### src/rtl/load_store_queue_if.sv
// rtl/load_store_queue_if.sv - shared types and the dispatch/CDB/LSU bundle of the load/store queue
package lsq_pkg;
  typedef logic [4:0]  rs_tag_t;
  typedef logic [31:0] word32_t;
  // Tag 0 is reserved to mean "operand already present" / "bus idle".
  localparam rs_tag_t NO_VAL = 5'd0;
  typedef struct packed {
    rs_tag_t tag;
    word32_t val;
  } cdb_t;
endpackage

interface load_store_queue_if;
  import lsq_pkg::*;

  logic    disp_valid_i;
  logic    disp_load_i;
  rs_tag_t disp_tag_i;
  rs_tag_t disp_base_tag_i;
  word32_t disp_base_val_i;
  rs_tag_t disp_data_tag_i;
  word32_t disp_data_val_i;
  word32_t disp_offset_i;
  logic    disp_spec_i;
  logic    full_o;
  cdb_t    cdb_i;
  logic    br_resolved_i;
  logic    br_correct_i;
  logic    lsu_read_i;
  logic    lsu_empty_o;
  logic    lsu_load_o;
  word32_t lsu_eff_addr_o;
  word32_t lsu_st_data_o;
  rs_tag_t lsu_ld_tag_o;
  logic    lsu_instr_ready_o;
  logic    lsu_specultative_o;
  logic    lsu_corr_pred_o;

  modport master (
    output disp_valid_i, disp_load_i, disp_tag_i, disp_base_tag_i, disp_base_val_i,
           disp_data_tag_i, disp_data_val_i, disp_offset_i, disp_spec_i,
           cdb_i, br_resolved_i, br_correct_i, lsu_read_i,
    input  full_o, lsu_empty_o, lsu_load_o, lsu_eff_addr_o, lsu_st_data_o,
           lsu_ld_tag_o, lsu_instr_ready_o, lsu_specultative_o, lsu_corr_pred_o
  );

  modport slave (
    input  disp_valid_i, disp_load_i, disp_tag_i, disp_base_tag_i, disp_base_val_i,
           disp_data_tag_i, disp_data_val_i, disp_offset_i, disp_spec_i,
           cdb_i, br_resolved_i, br_correct_i, lsu_read_i,
    output full_o, lsu_empty_o, lsu_load_o, lsu_eff_addr_o, lsu_st_data_o,
           lsu_ld_tag_o, lsu_instr_ready_o, lsu_specultative_o, lsu_corr_pred_o
  );
endinterface

### src/rtl/load_store_queue.sv
// rtl/load_store_queue.sv - in-order load/store queue with CDB snoop and branch squash
module load_store_queue
  import lsq_pkg::*;
#(
  parameter int DEPTH = 8
) (
  input logic              clk_i,
  input logic              reset_i,
  load_store_queue_if.slave bus
);
  localparam int AW = $clog2(DEPTH);
  localparam logic [AW:0] FULL_COUNT = (AW+1)'(DEPTH);

  logic [AW-1:0]   head, tail;
  logic [AW:0]     count;
  logic [DEPTH-1:0] valid, load, spec, squash;
  rs_tag_t ld_tag   [DEPTH];
  rs_tag_t base_tag [DEPTH];
  rs_tag_t data_tag [DEPTH];
  word32_t offset   [DEPTH];
  word32_t addr     [DEPTH];
  word32_t data     [DEPTH];

  logic    empty, push, pop, cdb_live;
  rs_tag_t new_base_tag, new_data_tag;
  word32_t new_base_val, new_data_val;

  assign empty       = (count == '0);
  assign bus.full_o  = (count == FULL_COUNT);
  assign push        = bus.disp_valid_i && !bus.full_o;
  assign pop         = bus.lsu_read_i && !empty;
  assign cdb_live    = (bus.cdb_i.tag != NO_VAL);

  // Operand resolution for the entry being written, including same-cycle CDB bypass.
  always_comb begin
    new_base_tag = bus.disp_base_tag_i;
    new_base_val = bus.disp_base_val_i;
    new_data_tag = NO_VAL;
    new_data_val = '0;
    if (cdb_live && bus.cdb_i.tag == bus.disp_base_tag_i) begin
      new_base_tag = NO_VAL;
      new_base_val = bus.cdb_i.val;
    end
    if (!bus.disp_load_i) begin
      new_data_tag = bus.disp_data_tag_i;
      new_data_val = bus.disp_data_val_i;
      if (cdb_live && bus.cdb_i.tag == bus.disp_data_tag_i) begin
        new_data_tag = NO_VAL;
        new_data_val = bus.cdb_i.val;
      end
    end
  end

  always_ff @(posedge clk_i) begin
    if (!reset_i) begin
      head  <= '0;
      tail  <= '0;
      count <= '0;
      valid <= '0;
    end else begin
      for (int i = 0; i < DEPTH; i++) begin
        if (valid[i]) begin
          if (cdb_live && base_tag[i] == bus.cdb_i.tag) begin
            addr[i]     <= bus.cdb_i.val + offset[i];
            base_tag[i] <= NO_VAL;
          end
          if (cdb_live && data_tag[i] == bus.cdb_i.tag) begin
            data[i]     <= bus.cdb_i.val;
            data_tag[i] <= NO_VAL;
          end
          if (bus.br_resolved_i) begin
            if (bus.br_correct_i) spec[i] <= 1'b0;
            else if (spec[i])     squash[i] <= 1'b1;
          end
        end
      end

      if (pop) begin
        valid[head] <= 1'b0;
        head        <= head + 1'b1;
      end

      if (push) begin
        valid[tail]    <= 1'b1;
        load[tail]     <= bus.disp_load_i;
        ld_tag[tail]   <= bus.disp_load_i ? bus.disp_tag_i : NO_VAL;
        base_tag[tail] <= new_base_tag;
        offset[tail]   <= bus.disp_offset_i;
        addr[tail]     <= (new_base_tag == NO_VAL) ? new_base_val + bus.disp_offset_i : '0;
        data_tag[tail] <= new_data_tag;
        data[tail]     <= new_data_val;
        spec[tail]     <= bus.disp_spec_i && !(bus.br_resolved_i && bus.br_correct_i);
        squash[tail]   <= bus.disp_spec_i && bus.br_resolved_i && !bus.br_correct_i;
        tail           <= tail + 1'b1;
      end

      count <= count + {{AW{1'b0}}, push} - {{AW{1'b0}}, pop};
    end
  end

  assign bus.lsu_empty_o        = empty;
  assign bus.lsu_load_o         = !empty && load[head];
  assign bus.lsu_eff_addr_o     = empty ? '0 : addr[head];
  assign bus.lsu_st_data_o      = empty ? '0 : data[head];
  assign bus.lsu_ld_tag_o       = empty ? NO_VAL : ld_tag[head];
  assign bus.lsu_specultative_o = !empty && spec[head];
  assign bus.lsu_corr_pred_o    = empty || !squash[head];
  // A squashed head is ready regardless of operands so it can be discarded.
  assign bus.lsu_instr_ready_o  = !empty && valid[head] &&
                                  (squash[head] || (base_tag[head] == NO_VAL &&
                                   data_tag[head] == NO_VAL && !spec[head]));
endmodule

### src/flat_wrapper.sv
// flat-port wrapper written by rule: the top's interface ports become plain ports
module load_store_queue_flat import lsq_pkg::*;
#(
  parameter int DEPTH = 8
)
  (clk_i, reset_i, bus_disp_valid_i, bus_disp_load_i, bus_disp_tag_i, bus_disp_base_tag_i, bus_disp_base_val_i, bus_disp_data_tag_i, bus_disp_data_val_i, bus_disp_offset_i, bus_disp_spec_i, bus_cdb_i, bus_br_resolved_i, bus_br_correct_i, bus_lsu_read_i, bus_full_o, bus_lsu_empty_o, bus_lsu_load_o, bus_lsu_eff_addr_o, bus_lsu_st_data_o, bus_lsu_ld_tag_o, bus_lsu_instr_ready_o, bus_lsu_specultative_o, bus_lsu_corr_pred_o);
  load_store_queue_if bus_i ();
  input logic clk_i;
  input logic reset_i;
  input wire logic [$bits(bus_i.disp_valid_i)-1:0] bus_disp_valid_i;
  input wire logic [$bits(bus_i.disp_load_i)-1:0] bus_disp_load_i;
  input wire logic [$bits(bus_i.disp_tag_i)-1:0] bus_disp_tag_i;
  input wire logic [$bits(bus_i.disp_base_tag_i)-1:0] bus_disp_base_tag_i;
  input wire logic [$bits(bus_i.disp_base_val_i)-1:0] bus_disp_base_val_i;
  input wire logic [$bits(bus_i.disp_data_tag_i)-1:0] bus_disp_data_tag_i;
  input wire logic [$bits(bus_i.disp_data_val_i)-1:0] bus_disp_data_val_i;
  input wire logic [$bits(bus_i.disp_offset_i)-1:0] bus_disp_offset_i;
  input wire logic [$bits(bus_i.disp_spec_i)-1:0] bus_disp_spec_i;
  input wire logic [$bits(bus_i.cdb_i)-1:0] bus_cdb_i;
  input wire logic [$bits(bus_i.br_resolved_i)-1:0] bus_br_resolved_i;
  input wire logic [$bits(bus_i.br_correct_i)-1:0] bus_br_correct_i;
  input wire logic [$bits(bus_i.lsu_read_i)-1:0] bus_lsu_read_i;
  output wire logic [$bits(bus_i.full_o)-1:0] bus_full_o;
  output wire logic [$bits(bus_i.lsu_empty_o)-1:0] bus_lsu_empty_o;
  output wire logic [$bits(bus_i.lsu_load_o)-1:0] bus_lsu_load_o;
  output wire logic [$bits(bus_i.lsu_eff_addr_o)-1:0] bus_lsu_eff_addr_o;
  output wire logic [$bits(bus_i.lsu_st_data_o)-1:0] bus_lsu_st_data_o;
  output wire logic [$bits(bus_i.lsu_ld_tag_o)-1:0] bus_lsu_ld_tag_o;
  output wire logic [$bits(bus_i.lsu_instr_ready_o)-1:0] bus_lsu_instr_ready_o;
  output wire logic [$bits(bus_i.lsu_specultative_o)-1:0] bus_lsu_specultative_o;
  output wire logic [$bits(bus_i.lsu_corr_pred_o)-1:0] bus_lsu_corr_pred_o;
  assign bus_i.disp_valid_i = bus_disp_valid_i;
  assign bus_i.disp_load_i = bus_disp_load_i;
  assign bus_i.disp_tag_i = bus_disp_tag_i;
  assign bus_i.disp_base_tag_i = bus_disp_base_tag_i;
  assign bus_i.disp_base_val_i = bus_disp_base_val_i;
  assign bus_i.disp_data_tag_i = bus_disp_data_tag_i;
  assign bus_i.disp_data_val_i = bus_disp_data_val_i;
  assign bus_i.disp_offset_i = bus_disp_offset_i;
  assign bus_i.disp_spec_i = bus_disp_spec_i;
  assign bus_i.cdb_i = bus_cdb_i;
  assign bus_i.br_resolved_i = bus_br_resolved_i;
  assign bus_i.br_correct_i = bus_br_correct_i;
  assign bus_i.lsu_read_i = bus_lsu_read_i;
  assign bus_full_o = bus_i.full_o;
  assign bus_lsu_empty_o = bus_i.lsu_empty_o;
  assign bus_lsu_load_o = bus_i.lsu_load_o;
  assign bus_lsu_eff_addr_o = bus_i.lsu_eff_addr_o;
  assign bus_lsu_st_data_o = bus_i.lsu_st_data_o;
  assign bus_lsu_ld_tag_o = bus_i.lsu_ld_tag_o;
  assign bus_lsu_instr_ready_o = bus_i.lsu_instr_ready_o;
  assign bus_lsu_specultative_o = bus_i.lsu_specultative_o;
  assign bus_lsu_corr_pred_o = bus_i.lsu_corr_pred_o;
  load_store_queue #(.DEPTH(DEPTH)) u_core (.clk_i(clk_i), .reset_i(reset_i), .bus(bus_i));
endmodule
### config.mk
export PLATFORM = sky130hd
export DESIGN_NAME = load_store_queue_flat
export DESIGN_NICKNAME = d
export VERILOG_FILES = /design/src/rtl/load_store_queue_if.sv /design/src/rtl/load_store_queue.sv /design/src/flat_wrapper.sv
export SDC_FILE = /design/constraint.sdc
export NUM_CORES = 2
export LEC_CHECK = 0
export CORE_MARGIN = 4
export CORE_UTILIZATION = 62
export DETAILED_ROUTE_END_ITERATION = 8
export HOLD_SLACK_MARGIN = 0.05
export PLACE_DENSITY_LB_ADDON = 0.25
export SLEW_MARGIN = 20
export SYNTH_ARGS = -nofsm -noshare
export SYNTH_HDL_FRONTEND = slang
export SYNTH_SLANG_ARGS = --single-unit
export TNS_END_PERCENT = 20
### constraint.sdc
create_clock -name clk_i -period 9.1 [get_ports clk_i]
set_input_delay 1.365 -clock clk_i [delete_from_list [all_inputs] [get_ports clk_i]]
set_output_delay 1.365 -clock clk_i [all_outputs]
set_load 0.02 [all_outputs]
-- Yosys cells after proc, flatten, opt, wreduce, memory -nomap -nowiden
Memory sizes are Yosys's and may differ from the RTL's. A register that Yosys moved wholly into a read port is not among the register bits.
Index checks and enable logic that the tools add are counted.
- add/subtract/negate cells: 13
- order comparisons: 4
- equal/unequal tests: 19
- multiplexer cells: 180
- bitwise operators: 3
- reduce and logical (&&, ||, !) cells: 46
- operator list (operator ; number):
    adder 32 bit ; 9
    two-way mux 32 bit ; 6
    two-way mux 1 bit ; 145
    == test 5 bit ; 18
    two-way mux 8 bit ; 5
    logical AND 1 bit ; 32
    two-way mux 3 bit ; 10
    two-way mux 5 bit ; 5
    bitwise mux 8 bit ; 3
    zero test 5 bit ; 3
    binary-select mux 1 bit (select 3 bit) ; 4
    bitwise AND 8 bit ; 1
    < comparator 3 x 4 -> 1 bit (second input constant) ; 2
    NOT 8 bit ; 1
    bitwise OR 8 bit ; 1
    adder 3 x 1 -> 3 bit (second input constant) ; 2
    demux 1 bit (select 3 bit) ; 2
    >= comparator 3 x 1 -> 1 bit (second input constant) ; 2
    zero test 1 bit ; 6
    nonzero test 5 bit ; 1
    adder 4 x 1 -> 4 bit ; 1
    == test 4 bit (second input constant) ; 1
    zero test 4 bit ; 1
    subtractor 4 x 1 -> 4 bit ; 1
    other kinds (2) ; 3
- flip-flop bits (word level): 42
- memory bits (writable): 888
- bits of input ports: 156
- output and inout bits: 75
- word-level logic and storage cells: 278
- memories: 6
- memory list (name ; depth ; width ; rd ports ; clocked after Yosys merged registers in ; write ports ; RTL line ; text):
    u_core.addr ; 8 ; 32 ; 1 ; 1 ; 9 ; load_store_queue.sv:21 ; word32_t addr [DEPTH];
    u_core.data ; 8 ; 32 ; 1 ; 1 ; 9 ; load_store_queue.sv:22 ; word32_t data [DEPTH];
    u_core.offset ; 8 ; 32 ; 8 ; 0 ; 1 ; load_store_queue.sv:20 ; word32_t offset [DEPTH];
    u_core.base_tag ; 8 ; 5 ; 9 ; 1 ; 9 ; load_store_queue.sv:18 ; rs_tag_t base_tag [DEPTH];
    u_core.data_tag ; 8 ; 5 ; 9 ; 1 ; 9 ; load_store_queue.sv:19 ; rs_tag_t data_tag [DEPTH];
    u_core.ld_tag ; 8 ; 5 ; 1 ; 1 ; 1 ; load_store_queue.sv:17 ; rs_tag_t ld_tag [DEPTH];

-- Depth between registers and ports, before layout
- depth in word-level cells: 10
- depth in mapped cells: 18
- depth with buffers taken out: 15

-- Worst setup path after synthesis
OpenSTA, ideal clock, no wires.
- kind: input to register
- start: input port bus_cdb_i[33]
- end: memory u_core.addr[0][0] (netlist name) (enable)
- data arrival time: 6.204 ns
- data required time: 8.566 ns
- path slack: 2.362 ns
- stages on the path: 5
- path buffers: 2
- cells stage by stage: buf_2 -> buf_1 -> xnor2_1 -> nand3_1 -> o41ai_1
- RTL lines (element ; RTL line ; text):
    start: declaration ; flat_wrapper.sv:19 ; input wire logic [$bits(bus_i.cdb_i)-1:0] bus_cdb_i;
    end: declaration ; load_store_queue.sv:21 ;

==> metrics.txt <==
HPWL after DPL 122000 µm; slew margin rel. 17.4%; async set-reset flop share out of synthesis 0%; crit path max-delay cell type or2_2; Slew @ Worst Pin 1.21 ns; cell mode on critical path o21ai_0; io pins between 200 and 250; Syn Inst Count 4971; Final ANT Viol Nets 0; Net Count, Synth 5431; Pre-antenna DRT Iters 7; vias in the first global route 42200; hold crit path type reg2reg; CTS tree done; clock period minus worst slack 6.80 ns; die area 94200 µm²; RSZ-0062 raised after global routing no; routed wire length per instance 28.8 µm; Clock Tree Root clkbuf_16; Die X 307 µm; TNS Setup 0 ns; WP data arrival around 7.3 ns; status complete, no violations; Post CTS Setup Buffer Count 0; max-slew violations 0; routed via count 43400; worst slack at placement between 1.5 and 2 ns; ys flop type edfxtp_1; grt ovf 0; DRT Wirelength 183000 µm; syn_area_per_cell 11.1 µm²; final cycle utilization of the critical path 74.8%; P per Cell Area 201 nW/µm²; pin count of the biggest net entering global routing 80; area delta synth->final 12.7%; Clock Tree Buf Depth 3; initial DRC count 6004; synth unique cells a little over 90; clock tree sinks 933; Synth Register Bits 933; Row Count 109; share of layout cells above drive strength 1 9.98%; Core Region 88500 µm²; worst vdd ir 163 µV; first-pass GRT wire length 267000 µm; Hold-fix buffers, CTS 0; Final Wtd Congestion 0.982; DR vias/cell 6.81; DRC errors left 0; kind of critical path in2reg; # H-tree levels 3; Ys Warns 0; Setup WS post-layout between 2 and 2.5 ns; Max FO, Critical Path 38; Post-synth EDFFs 912; clock slew seen by the registers of the worst setup and hold paths approximately 0.060 ns; Max Fclk 147 MHz; area leader, netlist edfxtp_1; share of the synthesized area in the top cell type just under 50%; Starting Density between 60% and 70%; slowest stage delay, CP 0.85 ns; Clk Latency, worst-skew pair 0.71 ns; top area cells in the synthesized netlist edfxtp_1 49%, ha_1 6.6%, mux4_2 5.9%, o21ai_0 4.5%, nand2_1 3.7%; initial antenna violation count 7; Resize count post-CTS 0; crit-path cells clkdlybuf4s50_1 > buf_4 > or4_1 > o211ai_2 > or2_2 > mux2_2 > ha_1 > nand2_1 > a2111oi_2 > nor3_1 > a2111oi_0 > o21ai_1 > a21oi_1 > mux2i_1 > o21ai_0 > o21ai_0; total CTS buffers 101; critical path data required time a little under 10 ns; Net count, final between 5000 and 6000; final hold vios 0; Critical Path Sink Type register; max_cap viols 0; Clock Skew around 0.023 ns; synthesized area 55400 µm²; Leak between 20 and 25 nW; total global routing track utilization between 30% and 40%; register area share after synthesis 50.2%; startpoint types input port; die height 307 µm; # setup viols final 0; Buffers on Ports 230
==> per-layer routing <==
metal / GRT usage [%] / vias up / part of all wire, % / wire length, µm
li1: - / 18900 / - / -
met1: 50.7 / 20700 / 36 / 66400
met2: 59.1 / 3126 / 44 / 81100
met3: 9.83 / 614 / 13 / 24500
met4: 19.7 / 0 / 6.1 / 11200
met5: 0 / - / 0 / 0
==> flip-flops by register name, indices dropped and copies added, names as in the netlist, named ones only <==
register,count
u_core.addr,256
u_core.base_tag,40
u_core.count,4
u_core.data,256
u_core.data_tag,40
u_core.head,3
u_core.ld_tag,40
u_core.load,8
u_core.offset,256
u_core.spec,8
u_core.squash,8
u_core.tail,3
u_core.valid,8
==> cells in the final DEF (no fill, tap or decap), types with 37 or more instances in the layout <==
cell,instances
buf_4,112
mux2_2,41
mux4_2,146
ha_1,294
mux2i_1,134
inv_1,79
o21ai_0,503
a31oi_1,37
xnor2_1,180
a21oi_1,345
clkbuf_16,102
a21o_1,148
nand2_1,539
nand3_1,102
clkdlybuf4s50_1,228
nand2b_1,57
xor2_1,142
nor2_1,361
nor3_1,46
edfxtp_1,912
==> worst paths after layout <==
check	startpoint	to	slack, ns	cells past startpoint
setup / recovery	bus_cdb_i[32]	u_core.addr[0][28]$_DFFE_PP_	2.30	16
hold / removal	u_core.valid[0]$_SDFF_PN0_	u_core.valid[0]$_SDFF_PN0_	0.54	2
setup reg to reg	u_core.count[2]$_SDFF_PN0_	u_core.addr[1][26]$_DFFE_PP_	4.48	11
hold reg to reg	u_core.valid[0]$_SDFF_PN0_	u_core.valid[0]$_SDFF_PN0_	0.54	2
==> cell type report <==
type                       instances  area [µm²]
sequential                       933       27800
multi-input combinational       3658       26300
fill                            6232       26100
timing repair buffer             343        3140
clock buffer                     132        2710
tap                             1165        1460
clock inverter                    47         584
inverter                          88         340
antenna                            2        5.00
==> cell families after synthesis <==
group | share of synthesized area (%)
AOI/OAI and AO/OA | 14.9
DFF | 50.2
xor gates and xnor gates | 5.12
adders and majority gates | 7.00
buffers and inverters | 2.62
and+or+nand+nor | 11.0
muxes | 9.19
==> power by group <==
part | internal (mW) | switching [mW] | leakage, nW
clock network | 2.43 | 1.76 | 1.60
registers | 4.92 | 0.115 | 8.45
logic | 1.34 | 1.95 | 13.1
total | 8.69 | 3.83 | 23.1
==> metrics by stage <==
| stage | power [mW] | std cells | util (%) | hold slack (ns) | instance area, µm² |
|---|---|---|---|---|---|
| after global placement | 8.29 | 6187 | 66.8 | 0.513 | 59100 |
| after detailed placement | 8.34 | 6187 | 66.8 | 0.523 | 59100 |
| after CTS | 12.5 | 6366 | 70.5 | 0.537 | 62400 |
| final | 12.5 | 6368 | 70.5 | 0.544 | 62400 |
| after global routing | 12.9 | 6366 | 70.5 | 0.563 | 62400 |
| after floorplan | 7.09 | 4971 | - | 0.486 | 55400 |
==> Yosys cell counts, drive strengths merged (46+ instances only) <==
cell	n
a21o	148
a21oi	345
buf	66
clkbuf	226
edfxtp	912
ha	294
inv	88
mux2i	134
mux4	146
nand2	545
nand2b	57
nand3	104
nor2	361
nor3	49
o21ai	516
or2	46
xnor2	181
xor2	142
==> critical path: cells and delay by family <==
family | cells | cell delay [ns]
muxes | 2 | 1.03
and+or+nand+nor | 4 | 1.76
adders and majority gates | 1 | 0.38
AOI/OAI and AO/OA | 7 | 2.11
buffers and inverters | 2 | 0.64
Note: power is estimated with default switching activity, not from simulation.
